$ cat src/rtl/arbiter_round_robin_binary_grant.sv
// Round-robin arbiter emitting a registered binary selector for an external mux.
// Grants are held until the output handshake; back-to-back transfers need no bubble.
module arbiter_round_robin_binary_grant #(
    parameter int INPUT_COUNT = 4,
    parameter int ADDR_WIDTH  = 2
) (
    input  logic                   clock,
    input  logic                   clear,
    input  logic [INPUT_COUNT-1:0] requests_valid,
    output logic [INPUT_COUNT-1:0] requests_ready,
    output logic [ADDR_WIDTH-1:0]  selector,
    output logic                   grant_valid,
    input  logic                   grant_ready
);

    localparam logic [0:0] IDLE    = 1'b0;
    localparam logic [0:0] GRANTED = 1'b1;

    localparam logic [ADDR_WIDTH-1:0] LAST_INIT =
        ADDR_WIDTH'(INPUT_COUNT - 1);

    logic [0:0]            r_state;
    logic [ADDR_WIDTH-1:0] r_selector;
    logic [ADDR_WIDTH-1:0] r_last;

    logic                  w_handshake;
    logic [ADDR_WIDTH-1:0] w_base;
    logic [ADDR_WIDTH-1:0] w_next;
    logic                  w_found;

    assign w_handshake = (r_state == GRANTED) && grant_ready;

    // On a handshake the source being served becomes the lowest priority.
    assign w_base = w_handshake ? r_selector : r_last;

    // Search base+1 .. base+INPUT_COUNT, wrapping at INPUT_COUNT.
    always_comb begin
        int v_idx;
        v_idx   = 0;
        w_found = 1'b0;
        w_next  = '0;
        for (int k = 1; k <= INPUT_COUNT; k++) begin
            v_idx = int'(w_base) + k;
            if (v_idx >= INPUT_COUNT) begin
                v_idx = v_idx - INPUT_COUNT;
            end
            if (!w_found && requests_valid[v_idx]) begin
                w_found = 1'b1;
                w_next  = v_idx[ADDR_WIDTH-1:0];
            end
        end
    end

    always_comb begin
        requests_ready = '0;
        if (r_state == GRANTED) begin
            requests_ready[r_selector] = grant_ready;
        end
    end

    always_ff @(posedge clock) begin
        if (clear) begin
            r_state    <= IDLE;
            r_selector <= '0;
            r_last     <= LAST_INIT;
        end else begin
            unique case (r_state)
                IDLE: begin
                    if (w_found) begin
                        r_selector <= w_next;
                        r_state    <= GRANTED;
                    end
                end
                GRANTED: begin
                    if (grant_ready) begin
                        r_last <= r_selector;
                        if (w_found) begin
                            r_selector <= w_next;
                        end else begin
                            r_state <= IDLE;
                        end
                    end
                end
                default: r_state <= IDLE;
            endcase
        end
    end

    assign selector    = r_selector;
    assign grant_valid = (r_state == GRANTED);

endmodule

$ cat config.mk
export PLATFORM = sky130hd
export DESIGN_NAME = arbiter_round_robin_binary_grant
export DESIGN_NICKNAME = d
export VERILOG_FILES = /design/src/rtl/arbiter_round_robin_binary_grant.sv
export SDC_FILE = /design/constraint.sdc
export NUM_CORES = 1
export LEC_CHECK = 0
export ABC_AREA = 1
export BUFFER_PORTS_ARGS = -buffer_cell sky130_fd_sc_hd__buf_2
export CAP_MARGIN = 15
export CORE_AREA = 10 10 47 49
export CTS_BUF_LIST = sky130_fd_sc_hd__clkbuf_8
export CTS_CLUSTER_DIAMETER = 40
export DETAILED_ROUTE_END_ITERATION = 7
export DIE_AREA = 0 0 57 59
export GPL_ROUTABILITY_DRIVEN = 1
export PLACE_DENSITY = 0.73
export SETUP_SLACK_MARGIN = 0.4
export SYNTH_ARGS = -nofsm -noshare
export SYNTH_HDL_FRONTEND = slang
export SYNTH_SLANG_ARGS = --single-unit
export TNS_END_PERCENT = 20
$ cat constraint.sdc
create_clock -name clock -period 1.75 [get_ports clock]
set_input_delay 0.175 -clock clock [delete_from_list [all_inputs] [get_ports clock]]
set_output_delay 0.175 -clock clock [all_outputs]
set_load 0.02 [all_outputs]
==> results.txt <==
* Clock-pin transition on the worst setup and hold timing paths: 0.04 ns
* Final Hold Slack: 0.206 ns
- Mapped Nets: 105
* Number of violations of the max-capacitance limit: 0
- The signal on the critical path passes through nand2_4 > nand2_2 > nand2_4 > buf_4 > buf_4 > nand2_1 > nand2_1 > nand4_1 > nand2_1 > nor2_1 > nor2_2 > nor2_2.
* Ant. Diodes: 0
- Routed length per placed instance: 13.5 um
- Measured along the y axis, the die boundary spans 59 um.
- The later pin in the worst-skew pair is clocked with a latency of 0.22 ns.
* Global-route wire length before repair: 3040 um
- Counting I/O delays and the setup requirement, the final critical path takes 1.53 ns.
- 14 I/O pins were placed.
- Total power after layout: 762 uW
- In this run, synthesis produced a sequential element count of 5.
* Startpoint type of the worst setup path: flip-flop
* Last weighted congestion value of the routability-driven placer: 0.876
- Area of all placed cells without fillers: 921 sq um
* Largest delay share family, worst path: simple AND/OR/NAND/NOR gates
- Relative max-transition margin: 0.863
- Setup repair after global routing could not meet its margin everywhere.
- Buffers and inverters on the worst path: 2
- For this run, design rule violations remaining after detail routing come to 0.
- For the final database, setup skew stands at 0.00321 ns.
- Vias in the first global route: 720
- Fin. max-slew vios: 0
* Initial core utilization: 0.393
- Mean Syn Cell Area: 5.62 sq um
- Derived from the worst setup path, the maximum achievable clock frequency is 655 MHz.
* CP arrival: 1.68 ns
- The longest clock path from root to sink contains 2 buffers.
* Cell count after synthesis: 98
- Sum of overflow across all layers after global routing: 0
- Buffers added on ports: 13
- Initial antenna violation count: 0
- Yosys synthesis warning count: 0
- Endpoint kind of the worst setup timing path: flip-flop
* Syn-to-layout area delta: 67.3%
- In this run the number of H-tree levels came out at 1.
- Dividing the final minimum period by the clock period gives 0.872.
- Outcome: finished, final reports clean
- Setup TNS after final layout: 0 ns
- Crit-path most repeated cell: sky130_fd_sc_hd__nand2_1
* Pre-Repair DR Iteration Count: 3
* Highest-count cells in the layout ignoring fill and taps: 18 x sky130_fd_sc_hd__nand2_2, 14 x sky130_fd_sc_hd__inv_1, 14 x sky130_fd_sc_hd__nand2_4, 14 x sky130_fd_sc_hd__nand2_1, 13 x sky130_fd_sc_hd__buf_2
- Drt via density: 5.00
* Pin count of the biggest net entering global routing: 8
* Worst-Margin Slew: 0.204 ns
* Post-synthesis cell type count: 15
* Commonest non-fill, non-tap cell in the layout: sky130_fd_sc_hd__nand2_2
* Root buffer cell: sky130_fd_sc_hd__clkbuf_8
- Largest fanout on the critical path: 7
- The path class of the tightest hold or removal check is input port to flip-flop.
* Iter 0 DRT Violations: 7
* CTS tree: done
* Pwr dens: 827 nW/um^2
* Number of failing setup endpoints in the final timing report: 0
- Fraction of final layout cells with drive strength greater than 1: 0.581
* Worst path slowest cell: sky130_fd_sc_hd__dfxtp_4
* Final number of hold-violating endpoints: 0
* Total number of vias: 700
- # hold bufs at CTS: 0
- Cell area after placement: 659 sq um
* Die Span X: 57 um
- Largest stage delay on the critical path: 0.41 ns
- In this run, CTS created clock tree buffers numbering 3.
* Number of routed nets with antenna violations: 0
- Wires add up to 1890 um.
* Peak supply drop: 513 uV
* Static leakage: 0.499 nW
* GRT Total Usage: 0.112
* Half-perimeter wire length after placement: 1180 um
- Seq/Total Area, Yosys: 0.182
- Fillers: 134
- Path type of the worst setup path: flip-flop to flip-flop
- Core ar.: 1400 sq um
* Total standard cell area after synthesis: 551 sq um
* Number of sinks driven by the clock tree: 5
- Data required, critical path: 1.90 ns
- At the end of the flow, the number of nets in the layout was 132.
- Area of the die: 3360 sq um
* Floorplan row count: 14
[per-layer routing]
metal,vias to the layer above,track usage,wire length (um)
met4,0,0.0973,91
met2,20,0.181,918
met5,-,0,0
met1,317,0.118,799
li1,355,-,-
met3,8,0.0300,80
[Yosys cell counts]
| master | n | share of area |
|---|---|---|
| sky130_fd_sc_hd__o21ai_0 | 1 | 0.0091 |
| sky130_fd_sc_hd__nor2_2 | 1 | 0.011 |
| sky130_fd_sc_hd__nand2_1 | 29 | 0.20 |
| sky130_fd_sc_hd__nor2_1 | 10 | 0.068 |
| sky130_fd_sc_hd__dfxtp_1 | 5 | 0.18 |
| sky130_fd_sc_hd__o211ai_1 | 1 | 0.014 |
| sky130_fd_sc_hd__nand2_2 | 16 | 0.18 |
| sky130_fd_sc_hd__nand2_4 | 2 | 0.041 |
| sky130_fd_sc_hd__nand3_1 | 10 | 0.091 |
| sky130_fd_sc_hd__nand4_2 | 1 | 0.023 |
| sky130_fd_sc_hd__a21oi_1 | 1 | 0.0091 |
| sky130_fd_sc_hd__nand3_2 | 1 | 0.018 |
| sky130_fd_sc_hd__inv_2 | 1 | 0.0068 |
| sky130_fd_sc_hd__inv_1 | 15 | 0.10 |
| sky130_fd_sc_hd__nand4_1 | 4 | 0.045 |
[power by group]
| group | internal, mW | switching (mW) |
|---|---|---|
| clock | 0.151 | 0.0589 |
| combinational | 0.148 | 0.253 |
| sequential | 0.130 | 0.0206 |
[stage by stage]
step | worst slack [ns] | std cells | utilization
after CTS | 0.253 | 138 | 0.593
after detailed placement | 0.199 | 127 | 0.471
after global placement | 0.228 | 127 | 0.471
final | 0.224 | 140 | 0.657
after floorplan | 0.336 | 98 | -
after global routing | 0.134 | 140 | 0.657
[area by class of cell]
| type | count | area (sq um) | share of cell area |
|---|---|---|---|
| Clock buffer | 3 | 41.3 | 0.0448 |
| Clock inverter | 1 | 3.75 | 0.00408 |
| Inverter | 16 | 60.1 | 0.0652 |
| Multi-Input combinational cell | 77 | 554 | 0.602 |
| Sequential cell | 5 | 109 | 0.118 |
| Tap cell | 16 | 20.0 | 0.0217 |
| Timing Repair Buffer | 22 | 133 | 0.144 |
[worst paths after layout]
kind | start | end | slack [ns] | depth (start not counted)
min | clear | r_last[1] | 0.21 | 3
max | grant_valid | selector[0] | 0.22 | 12
max reg2reg | grant_valid | selector[0] | 0.22 | 12
min reg2reg | selector[1] | selector[1] | 0.59 | 4
[registers in the layout, indices dropped and copies added (netlist names)]
name and count:
grant_valid 1, selector 2, r_last 2
[tightest hold or removal path, delay by kind of cell]
kind,cells,cell delay [ns]
and+or+nand+nor,1,0.07
buffers and inverters,2,0.15
[cell families after synthesis]
group	after synthesis	synth area share
buffers and inverters	16	0.109
and+or+nand+nor	74	0.677
AOI/OAI and AO/OA	3	0.0318
DFF	5	0.182
[repair_timing]
action / 4_1_cts / 5_1_grt
buffers inserted: 7 / 2
resized for setup: 20 / 17
endpoints found under the setup margin: 3 / 5
pin swaps: 14 / 11
Note: power is estimated with default switching activity, not from simulation.
